## config.mk

```make
export PLATFORM = sky130hd
export DESIGN_NAME = axil_rr_arbiter
export DESIGN_NICKNAME = d
export VERILOG_FILES = /design/src/rtl/axil_rr_arbiter.sv
export SDC_FILE = /design/constraint.sdc
export NUM_CORES = 1
export LEC_CHECK = 0
export BUFFER_PORTS_ARGS = -buffer_cell sky130_fd_sc_hd__buf_2
export CORE_MARGIN = 2
export CORE_UTILIZATION = 28
export DETAILED_ROUTE_END_ITERATION = 8
export PLACE_DENSITY_LB_ADDON = 0.08
export SYNTH_ARGS = -nofsm -noshare
export SYNTH_HDL_FRONTEND = slang
export SYNTH_SLANG_ARGS = --single-unit
```

## constraint.sdc

```tcl
create_clock -name axi_aclk -period 4.2 [get_ports axi_aclk]
set_input_delay 0.63 -clock axi_aclk [delete_from_list [all_inputs] [get_ports axi_aclk]]
set_output_delay 0.63 -clock axi_aclk [all_outputs]
set_load 0.02 [all_outputs]
```

## src/rtl/axil_rr_arbiter.sv

```systemverilog
// rtl/axil_rr_arbiter.sv - two-requester AXI-lite round-robin arbiter onto one downstream port
module axil_rr_arbiter #(
    parameter int DATA_WIDTH = 32,
    parameter int ADDR_WIDTH = 8,
    parameter int RESP_WIDTH = 3,
    parameter int STRB_WIDTH = DATA_WIDTH / 8 + 1
) (
    input  logic                  axi_aclk,
    input  logic                  axi_aresetn,

    input  logic [ADDR_WIDTH-1:0] r0_awaddr,
    input  logic                  r0_awvalid,
    output logic                  r0_awready,
    input  logic [DATA_WIDTH-1:0] r0_wdata,
    input  logic [STRB_WIDTH-1:0] r0_wstrb,
    input  logic                  r0_wvalid,
    output logic                  r0_wready,
    output logic [RESP_WIDTH-1:0] r0_bresp,
    output logic                  r0_bvalid,
    input  logic                  r0_bready,
    input  logic [ADDR_WIDTH-1:0] r0_araddr,
    input  logic                  r0_arvalid,
    output logic                  r0_arready,
    output logic [DATA_WIDTH-1:0] r0_rdata,
    output logic [RESP_WIDTH-1:0] r0_rresp,
    output logic                  r0_rvalid,
    input  logic                  r0_rready,

    input  logic [ADDR_WIDTH-1:0] r1_awaddr,
    input  logic                  r1_awvalid,
    output logic                  r1_awready,
    input  logic [DATA_WIDTH-1:0] r1_wdata,
    input  logic [STRB_WIDTH-1:0] r1_wstrb,
    input  logic                  r1_wvalid,
    output logic                  r1_wready,
    output logic [RESP_WIDTH-1:0] r1_bresp,
    output logic                  r1_bvalid,
    input  logic                  r1_bready,
    input  logic [ADDR_WIDTH-1:0] r1_araddr,
    input  logic                  r1_arvalid,
    output logic                  r1_arready,
    output logic [DATA_WIDTH-1:0] r1_rdata,
    output logic [RESP_WIDTH-1:0] r1_rresp,
    output logic                  r1_rvalid,
    input  logic                  r1_rready,

    output logic [ADDR_WIDTH-1:0] m_awaddr,
    output logic                  m_awvalid,
    input  logic                  m_awready,
    output logic [DATA_WIDTH-1:0] m_wdata,
    output logic [STRB_WIDTH-1:0] m_wstrb,
    output logic                  m_wvalid,
    input  logic                  m_wready,
    input  logic [RESP_WIDTH-1:0] m_bresp,
    input  logic                  m_bvalid,
    output logic                  m_bready,
    output logic [ADDR_WIDTH-1:0] m_araddr,
    output logic                  m_arvalid,
    input  logic                  m_arready,
    input  logic [DATA_WIDTH-1:0] m_rdata,
    input  logic [RESP_WIDTH-1:0] m_rresp,
    input  logic                  m_rvalid,
    output logic                  m_rready,

    output logic                  busy,
    output logic                  grant
);

    typedef enum logic [3:0] {
        IDLE,
        W_ACC,
        W_ISSUE,
        W_RESP,
        W_RET,
        R_ACC,
        R_ISSUE,
        R_RESP,
        R_RET
    } state_t;

    state_t state_q, state_d;

    logic                  grant_q;
    logic                  last_grant_q;
    logic [1:0]            pref_rd_q;
    logic                  aw_done_q;
    logic                  w_done_q;
    logic [ADDR_WIDTH-1:0] aw_addr_q;
    logic [DATA_WIDTH-1:0] w_data_q;
    logic [STRB_WIDTH-1:0] w_strb_q;
    logic [ADDR_WIDTH-1:0] ar_addr_q;
    logic [RESP_WIDTH-1:0] b_resp_q;
    logic [DATA_WIDTH-1:0] r_data_q;
    logic [RESP_WIDTH-1:0] r_resp_q;

    logic req_w0, req_r0, req_w1, req_r1;
    logic req0, req1, any_req;
    logic win, win_w, win_r, win_is_read;
    logic bready_sel, rready_sel;

    assign req_w0  = r0_awvalid & r0_wvalid;
    assign req_r0  = r0_arvalid;
    assign req_w1  = r1_awvalid & r1_wvalid;
    assign req_r1  = r1_arvalid;
    assign req0    = req_w0 | req_r0;
    assign req1    = req_w1 | req_r1;
    assign any_req = req0 | req1;

    // On contention the requester that did not win last time goes next.
    assign win         = (req0 & req1) ? ~last_grant_q : req1;
    assign win_w       = win ? req_w1 : req_w0;
    assign win_r       = win ? req_r1 : req_r0;
    assign win_is_read = (win_w & win_r) ? pref_rd_q[win] : win_r;

    assign bready_sel = grant_q ? r1_bready : r0_bready;
    assign rready_sel = grant_q ? r1_rready : r0_rready;

    always_ff @(posedge axi_aclk or negedge axi_aresetn) begin
        if (!axi_aresetn) begin
            state_q <= IDLE;
        end else begin
            state_q <= state_d;
        end
    end

    always_comb begin
        state_d = state_q;
        unique case (state_q)
            IDLE: begin
                if (any_req) begin
                    state_d = win_is_read ? R_ACC : W_ACC;
                end
            end
            W_ACC:   state_d = W_ISSUE;
            W_ISSUE: begin
                if ((aw_done_q | m_awready) & (w_done_q | m_wready)) begin
                    state_d = W_RESP;
                end
            end
            W_RESP:  if (m_bvalid) state_d = W_RET;
            W_RET:   if (bready_sel) state_d = IDLE;
            R_ACC:   state_d = R_ISSUE;
            R_ISSUE: if (m_arready) state_d = R_RESP;
            R_RESP:  if (m_rvalid) state_d = R_RET;
            R_RET:   if (rready_sel) state_d = IDLE;
            default: state_d = IDLE;
        endcase
    end

    always_ff @(posedge axi_aclk or negedge axi_aresetn) begin
        if (!axi_aresetn) begin
            grant_q      <= 1'b0;
            last_grant_q <= 1'b1;
            pref_rd_q    <= 2'b00;
            aw_done_q    <= 1'b0;
            w_done_q     <= 1'b0;
            aw_addr_q    <= '0;
            w_data_q     <= '0;
            w_strb_q     <= '0;
            ar_addr_q    <= '0;
            b_resp_q     <= '0;
            r_data_q     <= '0;
            r_resp_q     <= '0;
        end else begin
            unique case (state_q)
                IDLE: begin
                    if (any_req) begin
                        grant_q         <= win;
                        last_grant_q    <= win;
                        pref_rd_q[win]  <= ~win_is_read;
                    end
                end
                W_ACC: begin
                    aw_addr_q <= grant_q ? r1_awaddr : r0_awaddr;
                    w_data_q  <= grant_q ? r1_wdata  : r0_wdata;
                    w_strb_q  <= grant_q ? r1_wstrb  : r0_wstrb;
                    aw_done_q <= 1'b0;
                    w_done_q  <= 1'b0;
                end
                W_ISSUE: begin
                    if (m_awready) aw_done_q <= 1'b1;
                    if (m_wready)  w_done_q  <= 1'b1;
                end
                W_RESP: begin
                    if (m_bvalid) b_resp_q <= m_bresp;
                end
                R_ACC: begin
                    ar_addr_q <= grant_q ? r1_araddr : r0_araddr;
                end
                R_RESP: begin
                    if (m_rvalid) begin
                        r_data_q <= m_rdata;
                        r_resp_q <= m_rresp;
                    end
                end
                default: begin
                end
            endcase
        end
    end

    // Every handshake output is a pure decode of registered state.
    assign r0_awready = (state_q == W_ACC) & ~grant_q;
    assign r0_wready  = (state_q == W_ACC) & ~grant_q;
    assign r0_arready = (state_q == R_ACC) & ~grant_q;
    assign r0_bvalid  = (state_q == W_RET) & ~grant_q;
    assign r0_rvalid  = (state_q == R_RET) & ~grant_q;
    assign r0_bresp   = r0_bvalid ? b_resp_q : '0;
    assign r0_rdata   = r0_rvalid ? r_data_q : '0;
    assign r0_rresp   = r0_rvalid ? r_resp_q : '0;

    assign r1_awready = (state_q == W_ACC) & grant_q;
    assign r1_wready  = (state_q == W_ACC) & grant_q;
    assign r1_arready = (state_q == R_ACC) & grant_q;
    assign r1_bvalid  = (state_q == W_RET) & grant_q;
    assign r1_rvalid  = (state_q == R_RET) & grant_q;
    assign r1_bresp   = r1_bvalid ? b_resp_q : '0;
    assign r1_rdata   = r1_rvalid ? r_data_q : '0;
    assign r1_rresp   = r1_rvalid ? r_resp_q : '0;

    assign m_awaddr  = aw_addr_q;
    assign m_awvalid = (state_q == W_ISSUE) & ~aw_done_q;
    assign m_wdata   = w_data_q;
    assign m_wstrb   = w_strb_q;
    assign m_wvalid  = (state_q == W_ISSUE) & ~w_done_q;
    assign m_bready  = (state_q == W_RESP);
    assign m_araddr  = ar_addr_q;
    assign m_arvalid = (state_q == R_ISSUE);
    assign m_rready  = (state_q == R_RESP);

    assign busy  = (state_q != IDLE);
    assign grant = grant_q;

endmodule

```

==> run_summary.xml, run 1 <==
<?xml version="1.0" encoding="UTF-8"?>
<metrics>
  <group name="run_status">
    <metric name="outcome" unit="">complete, no violations</metric>
  </group>
  <group name="final_layout">
    <metric name="final_layout_size_suffix_gt1_frac" unit="">0.490</metric>
    <metric name="area_growth_syn_to_layout" unit="%">37.6</metric>
    <metric name="layout_commonest_cell" unit="">buf_2</metric>
    <metric name="finished_layout_cell_area" unit="µm²">7070</metric>
    <metric name="seq_area" unit="µm²">2530</metric>
    <metric name="fill_cells" unit="">1832</metric>
    <metric name="multi_input_comb_area" unit="µm²">2360</metric>
    <metric name="final_cell_mix" unit="">buf_2, dfrtp_1, and3_1, mux2i_1, nand2_1</metric>
    <metric name="finalNetCount" unit="">930</metric>
  </group>
  <group name="logic_synthesis">
    <metric name="synthTopCellsByArea" unit="">dfrtp_1, mux2i_1, and3_1</metric>
    <metric name="postSynthCellCount" unit="">489</metric>
    <metric name="synth-seq-area-share" unit="">0.492</metric>
    <metric name="postSynth.asyncResetShare" unit="">1.00</metric>
    <metric name="largest_family_of_logic_cells_by_synthesized_area" unit="">multiplexers</metric>
    <metric name="edff_count_synth" unit="">0</metric>
    <metric name="synthesized_cell_area" unit="µm²">5140</metric>
    <metric name="synth-compound-area-share" unit="">0.0801</metric>
    <metric name="yosys.area_share.simple" unit="">0.176</metric>
    <metric name="yosys.cell_types.count" unit="">44</metric>
    <metric name="synthesis.area_per_instance" unit="µm²">10.5</metric>
    <metric name="synth-seq-cells" unit="">101</metric>
    <metric name="synthesized_nets" unit="">650</metric>
    <metric name="synthDominantCellAreaShare" unit="">0.487</metric>
    <metric name="yosysWarningCount" unit="">0</metric>
    <metric name="post_synth_mux_area_share" unit="">0.199</metric>
    <metric name="synth_adder_area_share" unit="">0</metric>
    <metric name="yosys.area_share.xor_xnor" unit="">0.00341</metric>
    <metric name="ys_dominant_reg_cell" unit="">dfrtp_1</metric>
    <metric name="synth_top_area_cell" unit="">dfrtp_1</metric>
  </group>
  <group name="clocking">
    <metric name="clockRootBuffer" unit="">clkbuf_16</metric>
    <metric name="cts_tree" unit="">built</metric>
    <metric name="cts_setup_buffers" unit="">0</metric>
    <metric name="worst_setup_hold_path_clk_slew" unit="ns">0.07</metric>
    <metric name="cts_hold_buf" unit="">0</metric>
    <metric name="clock_tree.buffer_depth" unit="">2</metric>
    <metric name="cts.sink_count" unit="">101</metric>
    <metric name="h-tree-depth" unit="">3</metric>
    <metric name="insertion_delay" unit="ns">0.34</metric>
    <metric name="post_cts.resized_instances" unit="">0</metric>
    <metric name="number_of_buffers_added_by_the_clock_tree_synthesis_step" unit="">9</metric>
  </group>
  <group name="worst_setup_path">
    <metric name="cp-startpoint" unit="">grant</metric>
    <metric name="cp_max_fo" unit="">46</metric>
    <metric name="startpoint_type" unit="">register</metric>
    <metric name="critical_r2r_launch" unit="">state_q[0]</metric>
    <metric name="cp.arrival" unit="ns">2.36</metric>
    <metric name="worstSetupPathType" unit="">reg2out</metric>
    <metric name="critPathCaptureType" unit="">output port</metric>
    <metric name="required" unit="ns">3.57</metric>
  </group>
  <group name="sta">
    <metric name="worst_pin_slew" unit="ns">0.983</metric>
    <metric name="fmax" unit="GHz">0.334</metric>
    <metric name="finalCritPeriodShare" unit="">0.713</metric>
    <metric name="setup_violations" unit="">0</metric>
    <metric name="hold_viol" unit="">0</metric>
    <metric name="fin_crit" unit="ns">2.99</metric>
    <metric name="timing.slew.headroom" unit="">0.344</metric>
    <metric name="grt_setup_unrepaired" unit="">false</metric>
    <metric name="finClkSkew" unit="ns">0.00818</metric>
    <metric name="fin_tns_setup" unit="ns">0</metric>
    <metric name="number_of_pins_exceeding_their_max_slew_limit_in_the_final_report" unit="">0</metric>
  </group>
  <group name="detailed_routing">
    <metric name="first_pass_iters" unit="">4</metric>
    <metric name="drt_drc_violations_left" unit="">0</metric>
    <metric name="detail-route-antenna-nets" unit="">0</metric>
    <metric name="via_per_inst" unit="">4.62</metric>
    <metric name="total_number_of_vias" unit="">4643</metric>
    <metric name="wirelength" unit="µm">15500</metric>
    <metric name="drt_iter0_drc" unit="">163</metric>
    <metric name="routed_wire_length_per_instance" unit="µm">15.4</metric>
  </group>
  <group name="run">
    <metric name="cap_violations" unit="">0</metric>
  </group>
  <group name="floorplan">
    <metric name="initial_utilization" unit="">0.286</metric>
    <metric name="dieWidth" unit="µm">139</metric>
    <metric name="placement_rows" unit="">49</metric>
    <metric name="die_h" unit="µm">139</metric>
    <metric name="design.core.area" unit="µm²">18000</metric>
    <metric name="floorplan.die_area" unit="µm²">19400</metric>
    <metric name="io-pin-count" unit="">307</metric>
  </group>
  <group name="placed_design">
    <metric name="buffer_ports.inserted" unit="">306</metric>
    <metric name="finalWeightedCongestion" unit="">0.819</metric>
    <metric name="place.detailed.hpwl" unit="µm">12000</metric>
    <metric name="detailed_place.area" unit="µm²">6770</metric>
  </group>
  <group name="grt">
    <metric name="grt-ovfl-total" unit="">0</metric>
    <metric name="grt_max_degree" unit="">93</metric>
    <metric name="grt_first_pass_wirelength" unit="µm">24500</metric>
    <metric name="grt_pass1_vias" unit="">4591</metric>
    <metric name="grt_usage" unit="">0.158</metric>
    <metric name="initial_antenna_violation_count" unit="">4</metric>
  </group>
  <group name="power">
    <metric name="power_density" unit="nW/µm²">668</metric>
    <metric name="peakVddDrop" unit="µV">284</metric>
    <metric name="power_leakage" unit="nW">4.06</metric>
  </group>
  <group name="worst_hold_path">
    <metric name="worstHoldPathType" unit="">in2async</metric>
  </group>
</metrics>
per-stage QoR:
step	power [mW]	worst slack [ns]	std cells	utilization	hold WS (ns)
2_1_floorplan	3.28	1.81	489	-	0.334
3_3_place_gp	3.91	1.71	987	0.377	0.458
3_5_place_dp	3.98	1.50	987	0.377	0.467
4_1_cts	4.81	1.13	1003	0.393	0.357
5_1_grt	5.10	1.00	1005	0.393	0.395
6_report	4.73	1.21	1006	0.394	0.343
cell families after synthesis:
| group | after synthesis |
|---|---|
| AND/OR/NAND/NOR | 169 |
| buffers and inverters | 46 |
| XOR/XNOR | 2 |
| multiplexers | 97 |
| AO/OA/AOI/OAI | 74 |
| flip-flops | 101 |
cells in the mapped netlist, types with 2 or more instances:
master,count
and2_1,8
a22o_1,2
mux2_2,38
a21oi_1,12
clkbuf_8,2
buf_6,5
inv_1,3
clkbuf_1,23
nor3_1,2
and3_1,69
mux2_1,5
nand3_1,2
mux2i_1,54
buf_4,2
nand2_1,53
dfrtp_1,100
and3_2,2
o21ai_0,51
nor2_1,22
buf_2,10
power by group:
group | leakage [nW] | switching (mW) | internal [mW] | total (mW)
sequential | 1.21 | 0.411 | 1.46 | 1.88
clock | 0.139 | 0.372 | 0.440 | 0.812
combinational | 2.71 | 1.21 | 0.831 | 2.04
worst max-delay path, stage by stage (launching register included):
cell and delay (ns):
dfrtp_4 0.66, inv_1 0.79, nor2_1 0.19, and2_1 0.22, buf_2 0.15
layer usage:
metal	part of all wire	vias to the layer above	global-route usage
met4	0.027	2	0.0691
met3	0.082	25	0.0451
met1	0.40	2140	0.189
li1	-	2271	-
met5	0.00084	-	0
met2	0.49	205	0.266
cell type report:
type	count	area share
Sequential cell	101	0.358
Multi-Input combinational cell	342	0.334
Timing Repair Buffer	311	0.222
Tap cell	229	0.0405
Clock buffer	11	0.0357
Clock inverter	5	0.00584
Inverter	4	0.00212
Antenna cell	3	0.00106
state kept, by name (all words and copies together) (netlist names), 2 cells and up:
name,count
b_resp_q,3
m_araddr,8
m_awaddr,8
m_wdata,32
m_wstrb,5
pref_rd_q,2
r_data_q,32
r_resp_q,3
state_q,4
final timing paths:
check / endpoint / slack [ns] / depth (start not counted)
worst max-delay path: r1_bresp[0] / 1.21 / 4
worst min-delay path: m_araddr[4] / 0.34 / 1
worst max register to register: state_q[0] / 2.07 / 6
worst min register to register: m_wstrb[3] / 0.48 / 2
max in group asynchronous: m_wdata[11] / 3.03 / 2
min in group axi_aclk: m_wstrb[3] / 0.48 / 2
Power figures use the tool's default switching activity.
==> run 2, diff against run 1 <==
==> constraint.sdc (replaced) <==
create_clock -name axi_aclk -period 2.7 [get_ports axi_aclk]
set_input_delay 0.405 -clock axi_aclk [delete_from_list [all_inputs] [get_ports axi_aclk]]
set_output_delay 0.405 -clock axi_aclk [all_outputs]
set_load 0.02 [all_outputs]
==> run 2 against run 1 <==
Global-route usage is 0.16 points lower. Critical path depth stayed put. Clock power is 48% higher. Clock skew hardly changed. Setup slack worse by 0.94 ns. Sequential power is 48% higher. Via count is 1.7% lower. Critical path type unchanged.
==> run_summary.xml, run 2 (synthesis gave the netlist of run 1 again) <==
<?xml version="1.0" encoding="UTF-8"?>
<metrics>
  <group name="final_layout">
    <metric name="multi_input_comb_area" unit="µm²">2360</metric>
    <metric name="post-route-util" unit="">0.395</metric>
    <metric name="finished_layout_cell_area" unit="µm²">7090</metric>
    <metric name="fill_cells" unit="">1827</metric>
    <metric name="final_cell_mix" unit="">buf_2, dfrtp_1, and3_1, mux2i_1, nand2_1</metric>
    <metric name="layout_commonest_cell" unit="">buf_2</metric>
    <metric name="finalNetCount" unit="">933</metric>
    <metric name="final_layout_size_suffix_gt1_frac" unit="">0.488</metric>
    <metric name="seq_area" unit="µm²">2530</metric>
    <metric name="area_growth_syn_to_layout" unit="%">38.1</metric>
  </group>
  <group name="power">
    <metric name="power_density" unit="nW/µm²">1030</metric>
    <metric name="power_leakage" unit="nW">4.07</metric>
    <metric name="peakVddDrop" unit="µV">442</metric>
  </group>
  <group name="worst_hold_path">
    <metric name="worstHoldPathType" unit="">in2async</metric>
  </group>
  <group name="worst_setup_path">
    <metric name="worstSetupPathType" unit="">reg2out</metric>
    <metric name="startpoint_type" unit="">register</metric>
    <metric name="required" unit="ns">2.30</metric>
    <metric name="crit_path_max_incr_delay" unit="ns">0.54</metric>
    <metric name="cp_max_fo" unit="">73</metric>
    <metric name="cpMaxStageDelayCell" unit="">dfrtp_1</metric>
    <metric name="critPathCaptureType" unit="">output port</metric>
    <metric name="crit_path_cell_trace" unit="">nor4b_4 &gt; buf_6 &gt; and3_1 &gt; buf_2</metric>
    <metric name="cp.arrival" unit="ns">2.03</metric>
  </group>
  <group name="clocking">
    <metric name="worst_setup_hold_path_clk_slew" unit="ns">0.07</metric>
    <metric name="cts_setup_buffers" unit="">0</metric>
    <metric name="insertion_delay" unit="ns">0.34</metric>
    <metric name="clockRootBuffer" unit="">clkbuf_16</metric>
    <metric name="number_of_buffers_added_by_the_clock_tree_synthesis_step" unit="">9</metric>
    <metric name="clock_tree.buffer_depth" unit="">2</metric>
    <metric name="h-tree-depth" unit="">3</metric>
    <metric name="cts.sink_count" unit="">101</metric>
    <metric name="cts_hold_buf" unit="">0</metric>
    <metric name="post_cts.resized_instances" unit="">0</metric>
    <metric name="cts_tree" unit="">built</metric>
  </group>
  <group name="detailed_routing">
    <metric name="wirelength" unit="µm">15200</metric>
    <metric name="routed_wire_length_per_instance" unit="µm">15.1</metric>
    <metric name="total_number_of_vias" unit="">4565</metric>
    <metric name="drt_drc_violations_left" unit="">0</metric>
    <metric name="via_per_inst" unit="">4.53</metric>
    <metric name="detail-route-antenna-nets" unit="">0</metric>
    <metric name="first_pass_iters" unit="">4</metric>
    <metric name="drt_iter0_drc" unit="">125</metric>
  </group>
  <group name="floorplan">
    <metric name="placement_rows" unit="">49</metric>
    <metric name="dieWidth" unit="µm">139</metric>
    <metric name="io-pin-count" unit="">307</metric>
    <metric name="initial_utilization" unit="">0.286</metric>
    <metric name="design.core.area" unit="µm²">18000</metric>
    <metric name="die_h" unit="µm">139</metric>
    <metric name="floorplan.die_area" unit="µm²">19400</metric>
  </group>
  <group name="sta">
    <metric name="setup_violations" unit="">0</metric>
    <metric name="fin_tns_setup" unit="ns">0</metric>
    <metric name="worst_pin_slew" unit="ns">0.788</metric>
    <metric name="fin_crit" unit="ns">2.43</metric>
    <metric name="post-route-worst-setup-slack" unit="ns">0.266</metric>
    <metric name="fmax" unit="GHz">0.411</metric>
    <metric name="worst_hold_slack" unit="ns">0.0659</metric>
    <metric name="hold_viol" unit="">0</metric>
    <metric name="grt_setup_unrepaired" unit="">false</metric>
    <metric name="number_of_pins_exceeding_their_max_slew_limit_in_the_final_report" unit="">0</metric>
    <metric name="finalCritPeriodShare" unit="">0.901</metric>
    <metric name="finClkSkew" unit="ns">0.00826</metric>
    <metric name="timing.slew.headroom" unit="">0.475</metric>
  </group>
  <group name="grt">
    <metric name="grt_usage" unit="">0.157</metric>
    <metric name="grt_pass1_vias" unit="">4581</metric>
    <metric name="grt_first_pass_wirelength" unit="µm">24200</metric>
    <metric name="initial_antenna_violation_count" unit="">2</metric>
    <metric name="grt-ovfl-total" unit="">0</metric>
    <metric name="grt_max_degree" unit="">77</metric>
  </group>
  <group name="placed_design">
    <metric name="finalWeightedCongestion" unit="">0.781</metric>
    <metric name="place.detailed.hpwl" unit="µm">11800</metric>
    <metric name="buffer_ports.inserted" unit="">306</metric>
    <metric name="detailed_place.area" unit="µm²">6820</metric>
    <metric name="place_worst_setup_slack" unit="ns">0.490</metric>
  </group>
  <group name="run">
    <metric name="cap_violations" unit="">0</metric>
  </group>
  <group name="run_status">
    <metric name="outcome" unit="">complete, no violations</metric>
  </group>
</metrics>
[run 2: cell type report]
| class | count | share of cell area |
|---|---|---|
| clock buffers | 13 | 0.0353 |
| diodes | 1 | 0.000353 |
| multi-input cells | 342 | 0.333 |
| repair buffers | 314 | 0.229 |
| inverters | 4 | 0.00212 |
| flip-flops and latches | 101 | 0.357 |
| clock inverters | 3 | 0.00300 |
| well taps | 229 | 0.0404 |
[run 2: path summary, 6_finish.rpt]
path	start	endpoint	slack, ns	depth (start not counted)
setup / recovery	state_q[1]	r0_rdata[30]	0.27	4
hold / removal	axi_aresetn	pref_rd_q[0]	0.07	1
setup reg to reg	state_q[1]	state_q[0]	0.75	6
hold reg to reg	m_wdata[29]	m_wdata[29]	0.48	2
max in group asynchronous	axi_aresetn	m_wdata[27]	1.93	2
min in group axi_aclk	m_rdata[24]	r_data_q[24]	0.27	2
[run 2: report_power, final]
part           leakage, nW  total, mW  switching [mW]  internal (mW)
clock network        0.130       1.20           0.549          0.652
logic                 2.73       3.34            2.00           1.34
registers             1.21       2.78           0.504           2.28
total                 4.07       7.32            3.05           4.27
[run 2: worst max-delay path: cells and delay by family, from the launching register on]
kind                   cells  cell delay, ns
AND/OR/NAND/NOR            2            0.58
flip-flops                 1            0.54
buffers and inverters      2            0.54
[run 2: metal layers]
| metal | GRT usage | routed length (µm) |
|---|---|---|
| met3 | 0.0423 | 1230 |
| met4 | 0.0590 | 347 |
| met5 | 0 | 13 |
| met2 | 0.269 | 7340 |
| met1 | 0.188 | 6280 |
[run 2: metrics by stage]
stage / power [mW] / cells
detailed placement: 6.22 / 990
global route: 7.92 / 1007
global placement: 6.13 / 990
finish: 7.32 / 1007
CTS: 7.45 / 1006
floorplan: 5.10 / 489
